### src/rtl/mc_ctrl_fsm_pkg.sv
// Shared encodings for the multi-cycle control FSM: states, opcodes, ALU ops, mux codes.
package mc_ctrl_fsm_pkg;

  // FSM state encodings
  localparam logic [2:0] S_FETCH  = 3'd0;
  localparam logic [2:0] S_DECODE = 3'd1;
  localparam logic [2:0] S_EXEC   = 3'd2;
  localparam logic [2:0] S_MEM    = 3'd3;
  localparam logic [2:0] S_WB     = 3'd4;
  localparam logic [2:0] S_ERR    = 3'd5;

  // Instr[31:26]
  localparam logic [5:0] OP_RTYPE = 6'h00;
  localparam logic [5:0] OP_J     = 6'h02;
  localparam logic [5:0] OP_BEQ   = 6'h04;
  localparam logic [5:0] OP_ADDI  = 6'h08;
  localparam logic [5:0] OP_ORI   = 6'h0D;
  localparam logic [5:0] OP_LUI   = 6'h0F;
  localparam logic [5:0] OP_LW    = 6'h23;
  localparam logic [5:0] OP_SW    = 6'h2B;

  // Instr[5:0] for R-type
  localparam logic [5:0] FN_ADD = 6'h20;
  localparam logic [5:0] FN_SUB = 6'h22;
  localparam logic [5:0] FN_AND = 6'h24;
  localparam logic [5:0] FN_OR  = 6'h25;
  localparam logic [5:0] FN_SLT = 6'h2A;

  // ALU operation codes
  localparam logic [3:0] ALU_AND = 4'h0;
  localparam logic [3:0] ALU_OR  = 4'h1;
  localparam logic [3:0] ALU_ADD = 4'h2;
  localparam logic [3:0] ALU_SUB = 4'h6;
  localparam logic [3:0] ALU_SLT = 4'h7;

  // PC source and immediate-extension selects
  localparam logic [1:0] PC_SEQ    = 2'd0;
  localparam logic [1:0] PC_BRANCH = 2'd1;
  localparam logic [1:0] PC_JUMP   = 2'd2;
  localparam logic [1:0] EXT_SIGN  = 2'd0;
  localparam logic [1:0] EXT_ZERO  = 2'd1;
  localparam logic [1:0] EXT_UPPER = 2'd2;

  function automatic logic is_supported(input logic [5:0] op, input logic [5:0] fn);
    case (op)
      OP_RTYPE: return (fn == FN_ADD) || (fn == FN_SUB) || (fn == FN_AND) ||
                       (fn == FN_OR)  || (fn == FN_SLT);
      OP_J, OP_BEQ, OP_ADDI, OP_ORI, OP_LUI, OP_LW, OP_SW: return 1'b1;
      default: return 1'b0;
    endcase
  endfunction

  // lui adds the upper-extended immediate to $0 (rs field is zero)
  function automatic logic [3:0] alu_op(input logic [5:0] op, input logic [5:0] fn);
    case (op)
      OP_RTYPE: begin
        case (fn)
          FN_SUB:  return ALU_SUB;
          FN_AND:  return ALU_AND;
          FN_OR:   return ALU_OR;
          FN_SLT:  return ALU_SLT;
          default: return ALU_ADD;
        endcase
      end
      OP_BEQ:  return ALU_SUB;
      OP_ORI:  return ALU_OR;
      default: return ALU_ADD;
    endcase
  endfunction

endpackage

### src/rtl/mc_ctrl_fsm_timer.sv
// Wait-state watchdog: counts non-ack cycles, flags expiry on the last allowed one.
module mc_wait_timer #(
  parameter int TIMEOUT_CYC = 16
) (
  input  logic clk,
  input  logic rstn,
  input  logic clr,
  input  logic inc,
  output logic expired
);
  localparam int CW = (TIMEOUT_CYC > 1) ? $clog2(TIMEOUT_CYC) : 1;
  localparam logic [CW-1:0] LAST = CW'((TIMEOUT_CYC > 0) ? TIMEOUT_CYC - 1 : 0);

  logic [CW-1:0] cnt_q, cnt_d;

  // clear wins over increment; FSM leaves the wait state on expiry
  always_comb begin
    cnt_d = cnt_q;
    if (clr)      cnt_d = '0;
    else if (inc) cnt_d = cnt_q + 1'b1;
  end

  // counter register
  always_ff @(posedge clk or negedge rstn) begin
    if (!rstn) cnt_q <= '0;
    else       cnt_q <= cnt_d;
  end

  assign expired = (TIMEOUT_CYC != 0) && inc && (cnt_q == LAST);
endmodule

### src/rtl/mc_ctrl_fsm.sv
// Multi-cycle control FSM: FETCH/DECODE/EXEC/MEM/WB with memory handshakes, watchdog,
// illegal-op trap and retire counter.
module mc_ctrl_fsm
  import mc_ctrl_fsm_pkg::*;
#(
  parameter int ALUCTRL_W   = 4,
  parameter int TIMEOUT_CYC = 16,
  parameter int CNT_W       = 32
) (
  input  logic                 clk,
  input  logic                 rstn,
  input  logic [5:0]           opcode,
  input  logic [5:0]           funccode,
  input  logic                 zero,
  input  logic                 imem_ack,
  input  logic                 dmem_ack,
  output logic                 imem_req,
  output logic                 dmem_req,
  output logic                 dmem_we,
  output logic                 pc_we,
  output logic [1:0]           pc_src,
  output logic                 ir_we,
  output logic                 reg_we,
  output logic                 reg_dst,
  output logic                 mem_to_reg,
  output logic                 alu_src_b,
  output logic [ALUCTRL_W-1:0] alu_ctrl,
  output logic [1:0]           ext_mode,
  output logic                 illegal,
  output logic                 timeout,
  output logic [CNT_W-1:0]     retired
);
  logic [2:0]       state_q, state_d;
  logic [5:0]       op_q, op_d, fn_q, fn_d;
  logic             illegal_q, illegal_d, timeout_q, timeout_d;
  logic [CNT_W-1:0] retired_q, retired_d;
  logic             tmr_clr, tmr_inc, tmr_exp;

  mc_wait_timer #(.TIMEOUT_CYC(TIMEOUT_CYC)) u_timer (
    .clk(clk), .rstn(rstn), .clr(tmr_clr), .inc(tmr_inc), .expired(tmr_exp)
  );

  // next-state, sticky flags, retire count and watchdog control
  always_comb begin
    state_d   = state_q;
    op_d      = op_q;
    fn_d      = fn_q;
    illegal_d = illegal_q;
    timeout_d = timeout_q;
    retired_d = retired_q;
    tmr_inc   = 1'b0;
    case (state_q)
      S_FETCH: begin
        if (imem_ack) state_d = S_DECODE;
        else begin
          tmr_inc = 1'b1;
          if (tmr_exp) begin state_d = S_ERR; timeout_d = 1'b1; end
        end
      end
      S_DECODE: begin
        op_d = opcode;
        fn_d = funccode;
        if (is_supported(opcode, funccode)) state_d = S_EXEC;
        else begin state_d = S_ERR; illegal_d = 1'b1; end
      end
      S_EXEC: begin
        case (op_q)
          OP_BEQ, OP_J: state_d = S_FETCH;
          OP_LW, OP_SW: state_d = S_MEM;
          default:      state_d = S_WB;
        endcase
      end
      S_MEM: begin
        if (dmem_ack) state_d = (op_q == OP_SW) ? S_FETCH : S_WB;
        else begin
          tmr_inc = 1'b1;
          if (tmr_exp) begin state_d = S_ERR; timeout_d = 1'b1; end
        end
      end
      S_WB:    state_d = S_FETCH;
      S_ERR:   state_d = S_ERR;
      default: state_d = S_ERR;
    endcase
    if (state_d == S_FETCH &&
        (state_q == S_EXEC || state_q == S_MEM || state_q == S_WB))
      retired_d = retired_q + CNT_W'(1);
    tmr_clr = (state_d != state_q) && (state_d == S_FETCH || state_d == S_MEM);
  end

  // state and sticky registers
  always_ff @(posedge clk or negedge rstn) begin
    if (!rstn) begin
      state_q   <= S_FETCH;
      op_q      <= '0;
      fn_q      <= '0;
      illegal_q <= 1'b0;
      timeout_q <= 1'b0;
      retired_q <= '0;
    end else begin
      state_q   <= state_d;
      op_q      <= op_d;
      fn_q      <= fn_d;
      illegal_q <= illegal_d;
      timeout_q <= timeout_d;
      retired_q <= retired_d;
    end
  end

  // control outputs from state and latched instruction; fetch strobes follow imem_ack
  always_comb begin
    imem_req   = 1'b0;
    dmem_req   = 1'b0;
    dmem_we    = 1'b0;
    pc_we      = 1'b0;
    pc_src     = PC_SEQ;
    ir_we      = 1'b0;
    reg_we     = 1'b0;
    reg_dst    = 1'b0;
    mem_to_reg = 1'b0;
    alu_src_b  = 1'b0;
    alu_ctrl   = '0;
    ext_mode   = EXT_SIGN;
    if (state_q == S_EXEC || state_q == S_MEM || state_q == S_WB) begin
      alu_ctrl   = ALUCTRL_W'(alu_op(op_q, fn_q));
      alu_src_b  = (op_q != OP_RTYPE) && (op_q != OP_BEQ) && (op_q != OP_J);
      reg_dst    = (op_q == OP_RTYPE);
      mem_to_reg = (op_q == OP_LW);
      ext_mode   = (op_q == OP_ORI) ? EXT_ZERO : (op_q == OP_LUI) ? EXT_UPPER : EXT_SIGN;
    end
    case (state_q)
      S_FETCH: begin
        imem_req = 1'b1;
        ir_we    = imem_ack;
        pc_we    = imem_ack;
      end
      S_EXEC: begin
        if (op_q == OP_BEQ) begin pc_we = zero; pc_src = PC_BRANCH; end
        if (op_q == OP_J)   begin pc_we = 1'b1; pc_src = PC_JUMP;   end
      end
      S_MEM: begin
        dmem_req = 1'b1;
        dmem_we  = (op_q == OP_SW);
      end
      S_WB:    reg_we = 1'b1;
      default: ;
    endcase
  end

  assign illegal = illegal_q;
  assign timeout = timeout_q;
  assign retired = retired_q;
endmodule

### config.mk
export PLATFORM = sky130hd
export DESIGN_NAME = mc_ctrl_fsm
export DESIGN_NICKNAME = d
export VERILOG_FILES = /design/src/rtl/mc_ctrl_fsm_pkg.sv /design/src/rtl/mc_ctrl_fsm_timer.sv /design/src/rtl/mc_ctrl_fsm.sv
export SDC_FILE = /design/constraint.sdc
export NUM_CORES = 1
export LEC_CHECK = 0
export ABC_AREA = 1
export BUFFER_PORTS_ARGS = -buffer_cell sky130_fd_sc_hd__buf_2
export CORE_ASPECT_RATIO = 1.25
export CORE_MARGIN = 5
export CORE_UTILIZATION = 30
export DETAILED_ROUTE_END_ITERATION = 10
export GPL_ROUTABILITY_DRIVEN = 0
export PLACE_DENSITY = 0.49
export SYNTH_ARGS = -nofsm -noshare
export SYNTH_HDL_FRONTEND = slang
export SYNTH_SLANG_ARGS = --single-unit
### constraint.sdc
create_clock -name clk -period 2.47 [get_ports clk]
set_input_delay 0.1235 -clock clk [delete_from_list [all_inputs] [get_ports clk]]
set_output_delay 0.1235 -clock clk [all_outputs]
set_load 0.02 [all_outputs]
Word level (Yosys, flattened, before mapping) --
Cells that the tools add are included.
Cells by class: shifts and indexed selects 0, reductions and logical operators 24, add/subtract/negate cells 2, multiply operators 0, magnitude comparators 0, mux-type cells 38, bitwise operators 1, equality and inequality tests 33, div/mod/pow operators 0
Operator list (number):
- $eq 6x6->1 const B | 13
- $add 32x1->32 const B | 1
- $eq 6x4->1 const B | 5
- $mux 1 | 17
- $mux 3 | 5
- $pmux 3 s5 | 1
- $eq 6x2->1 const B | 2
- $eq 6x3->1 const B | 2
- $logic_not 6->1 | 2
- $mux 4 | 3
- $pmux 3 s4 | 1
- $pmux 4 s3 | 1
- $mux 2 | 5
- $eq 3x2->1 const B | 3
- $pmux 1 s2 | 4
- $logic_or 1x1->1 | 7
- $reduce_or 7->1 | 1
- $logic_not 3->1 | 2
- $ne 6x2->1 const B | 1
- $ne 6x3->1 const B | 1
- $pmux 3 s2 | 1
- $reduce_bool 6->1 | 1
- $logic_and 1x1->1 | 5
- $add 4x1->4 const B | 1
- other kinds (10) | 13
Word-level totals: memory bits (writable) 0, memories 0, flip-flop bits (word level) 53, ROM bits 0, output and inout bits 51, bits in latches 0, logic and storage cells 105, input bits 17

Depth between registers and ports, before layout --
depth after elaboration 13, mapped depth 13, mapped depth without buffers 12

Hierarchy --
Synthesis repeated with hierarchy kept, for this count alone.
Unflattened totals: cell total of the unflattened synthesis 500, area, all modules 3457.1 µm²
By module, submodules not included:
- mc_ctrl_fsm | instances 1, area each 3256.9 µm², seq. area each 1226.2 µm², cells an instance 476
- mc_wait_timer | instances 1, area each 200.2 µm², seq. area each 100.1 µm², cells an instance 24

Least setup slack after synthesis --
No wires, ideal clock.
kind reg2out, start register state_q[0], end output port alu_ctrl[1], arrival 1.795 ns, stages on the path, launching flop included 7, buffers on the path 0, setup slack 0.551 ns, data required time 2.346 ns, path through dfrtp_1 -> nor2_2 -> nor2_1 -> nor2_1 -> inv_1 -> a21oi_1 -> a311o_1
On the way: cells in the longest elaborated chain, start to end 4, elaborated cells between the ends (all ways) 6, those cells by class eq/ne: 3; mux: 1; reduce/logical: 2
Ends and longest elaborated chain:
- start, declared | line mc_ctrl_fsm.sv:33 | logic [2:0] state_q, state_d;
- start signal, assigned | line mc_ctrl_fsm.sv:100 | state_q <= state_d;
- $eq 3x2->1 | line mc_ctrl_fsm.sv:123 | if (state_q == S_EXEC || state_q == S_MEM || state_q == S_WB) begin
- $logic_or 1x1->1 | line mc_ctrl_fsm.sv:123
- $logic_or 1x1->1 * | line mc_ctrl_fsm.sv:123
- $mux 4 * | line mc_ctrl_fsm.sv:123
- end, declared | line mc_ctrl_fsm.sv:27 | output logic [ALUCTRL_W-1:0] alu_ctrl,
Every way passes the cells marked *; elsewhere a longest branch is shown, timed or not.

Final worst setup path --
Same ends and word-level chain as after synthesis.

==> impl_results.md <==
- CTS buffer count: 5
- CTS tree: done
- Setup slack, reg-to-reg: 0.33 ns
- Floorplan row count: 43
- Proportion of netlist area held by the largest area contributor: just under 40%
- Total congestion overflow: 0
- Number of endpoints failing setup at the final stage: 0
- Average wire length per cell after detail routing: 13.5 um
- Yosys cell types: 34
- Synthesized netlist net count: between 500 and 600
- Net count, final: about 580
- Worst-path fanout max: 6
- Share of the yosys chip area belonging to registers: 38.7%
- Netlist area before placement: 0.00343 mm^2
- Worst slew margin relative to its limit: 53.9%
- Kind of start point of the critical path: register
- Worst Hold Class: primary input to register
- DRC: 0
- Diodes inserted: 0
- Number of setup buffers added after CTS: 0
- Peak supply drop: 0.238 mV
- Post-Place Setup Slack: approximately 0.33 ns
- Length of routed met3 wiring: around 420 um
- Critical path arrival: 2.08 ns
- Die area: roughly 0.014 mm^2
- Maximum number of pins on one net before global-route repair: 64
- Clk sinks: 53
- Clock latency reported for the late side of the worst-skew pair: 0.29 ns
- Topmost layer with routed signal wires: met4
- Total GRT Usage: 14.6%
- Number of maximum-capacitance constraint violations: 0
- Synthesized area per cell: roughly 7.1 um^2
- Total of flip-flops plus latches after synthesis: 53
- Fill cell total of the finished layout: approximately 1.2k
- Max Clk Rate: 455 MHz
- Die height: about 130 um
- WS Path Type: register to primary output
- # IOs: 68
- Total count of max-transition violations in the final report: 0
- Count of routing violations after the opening detailed-route iteration: about 110
- Minimum period implied by the final worst setup slack: 2.20 ns
- Worst r2r path cells: 10
- Die X: around 110 um
- Worst hold slack after final layout: approximately 0.064 ns
- Beginning of the worst hold path: funccode[0]
- Post-synthesis cell count: about 490
- Data required time of the critical path: around 2.4 ns
- First-pass GRT wire length: 15.9 mm
- CP Capture Type: primary output
- Hold path endpoint: fn_q[0]
- Number of port buffers: 66
- Post-Route Skew: between 0.006 and 0.007 ns
- Share of cells above drive strength 1: 17.4%
- WHS Path Cells: 3
- Vias in the first global route: approximately 3.3k
- Static Leakage: between 0.0015 and 0.002 uW
- Amount of wire on met2 after detailed routing: 4.91 mm
- Unrepaired setup endpoints after global routing: false
- Synth area leader: dfrtp_1
- Endpoints failing hold: 0
- Main area contributors after synthesis: dfrtp_1, nand2_1, inv_1
- Placed wire-length estimate: between 7 and 8 mm
- Routed length on met1: between 3 and 4 mm
- Measured slew at the worst slew-check pin: just under 0.7 ns
- Number of antenna violations at the first check in global routing: 0
- TNS Setup: 0 ns
- CTS max path bufs: 2
- Overall via count from detail_route: around 3.2k
- Number of vias per cell: 4.63
- Total routed wirelength: just over 9 mm
- Clock-pin slew of the registers on the worst-case setup and hold paths: 0.07 ns
- Initial standard-cell utilization of the core: between 30% and 40%
- Reg-to-reg critical path startpoint: retired[0]
- R2R Path End: retired[30]
- Power per cell area: around 400 mW/mm^2
- Core Box Area: roughly 0.011 mm^2
- Final worst path period share: between 80% and 90%
- Synth warnings: 0
- Drt first pass iters: 4
- Area growth, synth to finish: 18.5%
- Worst path setup slack after routing: roughly 0.27 ns
- Clock root buffer master: clkbuf_16
- Post-detailed-route count of antenna-violating nets: 0
- Outcome: finished clean
- Htree depth: 2
==> cell families (layout without fill, tap and decap cells) <==
kind of cell	count (synthesis)	after routing	share of synthesized area, %
buffers and inverters	88	159	10.9
XOR/XNOR	34	34	8.68
multiplexers	1	1	0.292
other	1	1	0.109
flip-flops	53	53	38.7
adder cells (fa/ha/maj)	2	2	0.730
AND/OR/NAND/NOR	250	250	31.9
AO/OA/AOI/OAI	56	56	8.68
==> Yosys cell counts (all sizes together) <==
library cell and count:
nand2 134, inv 79, nor2 56, dfrtp 53, o21ai 44, nand3 26
nor3 19, xor2 19, xnor2 15, nand4 8, a21oi 7, buf 7
nor4 4, and3 2, clkbuf 2, ha 2, a211o 1, a21o 1
a311o 1, a31oi 1, conb 1, mux2i 1, nor3b 1, o22ai 1
==> per-layer routing <==
metal | vias up | global-route usage [%]
met2 | 60 | 27.0
li1 | 1662 | -
met4 | 0 | 4.65
met5 | - | 0
met3 | 8 | 3.14
met1 | 1466 | 16.7
==> what timing repair did <==
item	CTS	global route
endpoints found under the setup margin	0	4
gates resized for setup	0	1
hold endpoints to repair	27	0
hold buffers	1	0
==> worst max-delay path: stages (launching register included) <==
cell     delay (ns)
dfrtp_1        0.43
nor2_2         0.20
nor2_1         0.12
nor2_2         0.23
inv_1          0.16
a21oi_1        0.25
a311o_1        0.20
buf_2          0.18
==> worst max path at each step <==
stage | startpoint | end | slack (ns) | cells past startpoint
global route | state_q[0] | alu_ctrl[1] | 0.02 | 7
global placement | retired[0] | retired[30] | 0.37 | 10
finish | state_q[0] | alu_ctrl[1] | 0.27 | 7
detailed placement | retired[0] | retired[30] | 0.33 | 10
floorplan | state_q[0] | alu_ctrl[1] | 0.55 | 6
CTS | state_q[0] | alu_ctrl[1] | 0.08 | 7
==> flip-flops by register name (all words and copies together) (netlist names) <==
register	cells
state_q	3
retired	32
u_timer.cnt_q	4
op_q	6
timeout	1
fn_q	6
illegal	1
==> metrics by stage <==
step	cells	area (um^2)	util (%)	total power, uW
after detailed placement	683	3910	35.1	940
after floorplan	485	3430	-	901
after CTS	691	4060	36.5	1660
final	691	4060	36.5	1620
after global placement	683	3910	35.1	939
after global routing	691	4060	36.5	1700
==> report_power, final <==
group          switching [uW]  internal [uW]  total, uW
Combinational            37.2           17.6       54.8
Clock                     302            399        701
Sequential                  0            868        868
Total                     340           1280       1620
==> area by class of cell <==
class                      count  area (um^2)  area share, %
timing repair buffer          73          398           9.79
clock buffer                   7          143           3.51
multi-input combinational    344         1730           42.6
sequential                    53         1330           32.6
tap                          135          169           4.16
inverter                      79          297           7.30
==> placed cells by master, fill, tap and decap left out, types with 13 or more instances in the layout <==
cell type / n
nand2_1: 127
o21ai_1: 31
o21ai_0: 13
buf_2: 66
dfrtp_1: 53
nand3_1: 24
nor3_1: 17
xor2_1: 19
xnor2_1: 15
nor2_1: 51
inv_1: 77
(Power assumes the default switching activity.)
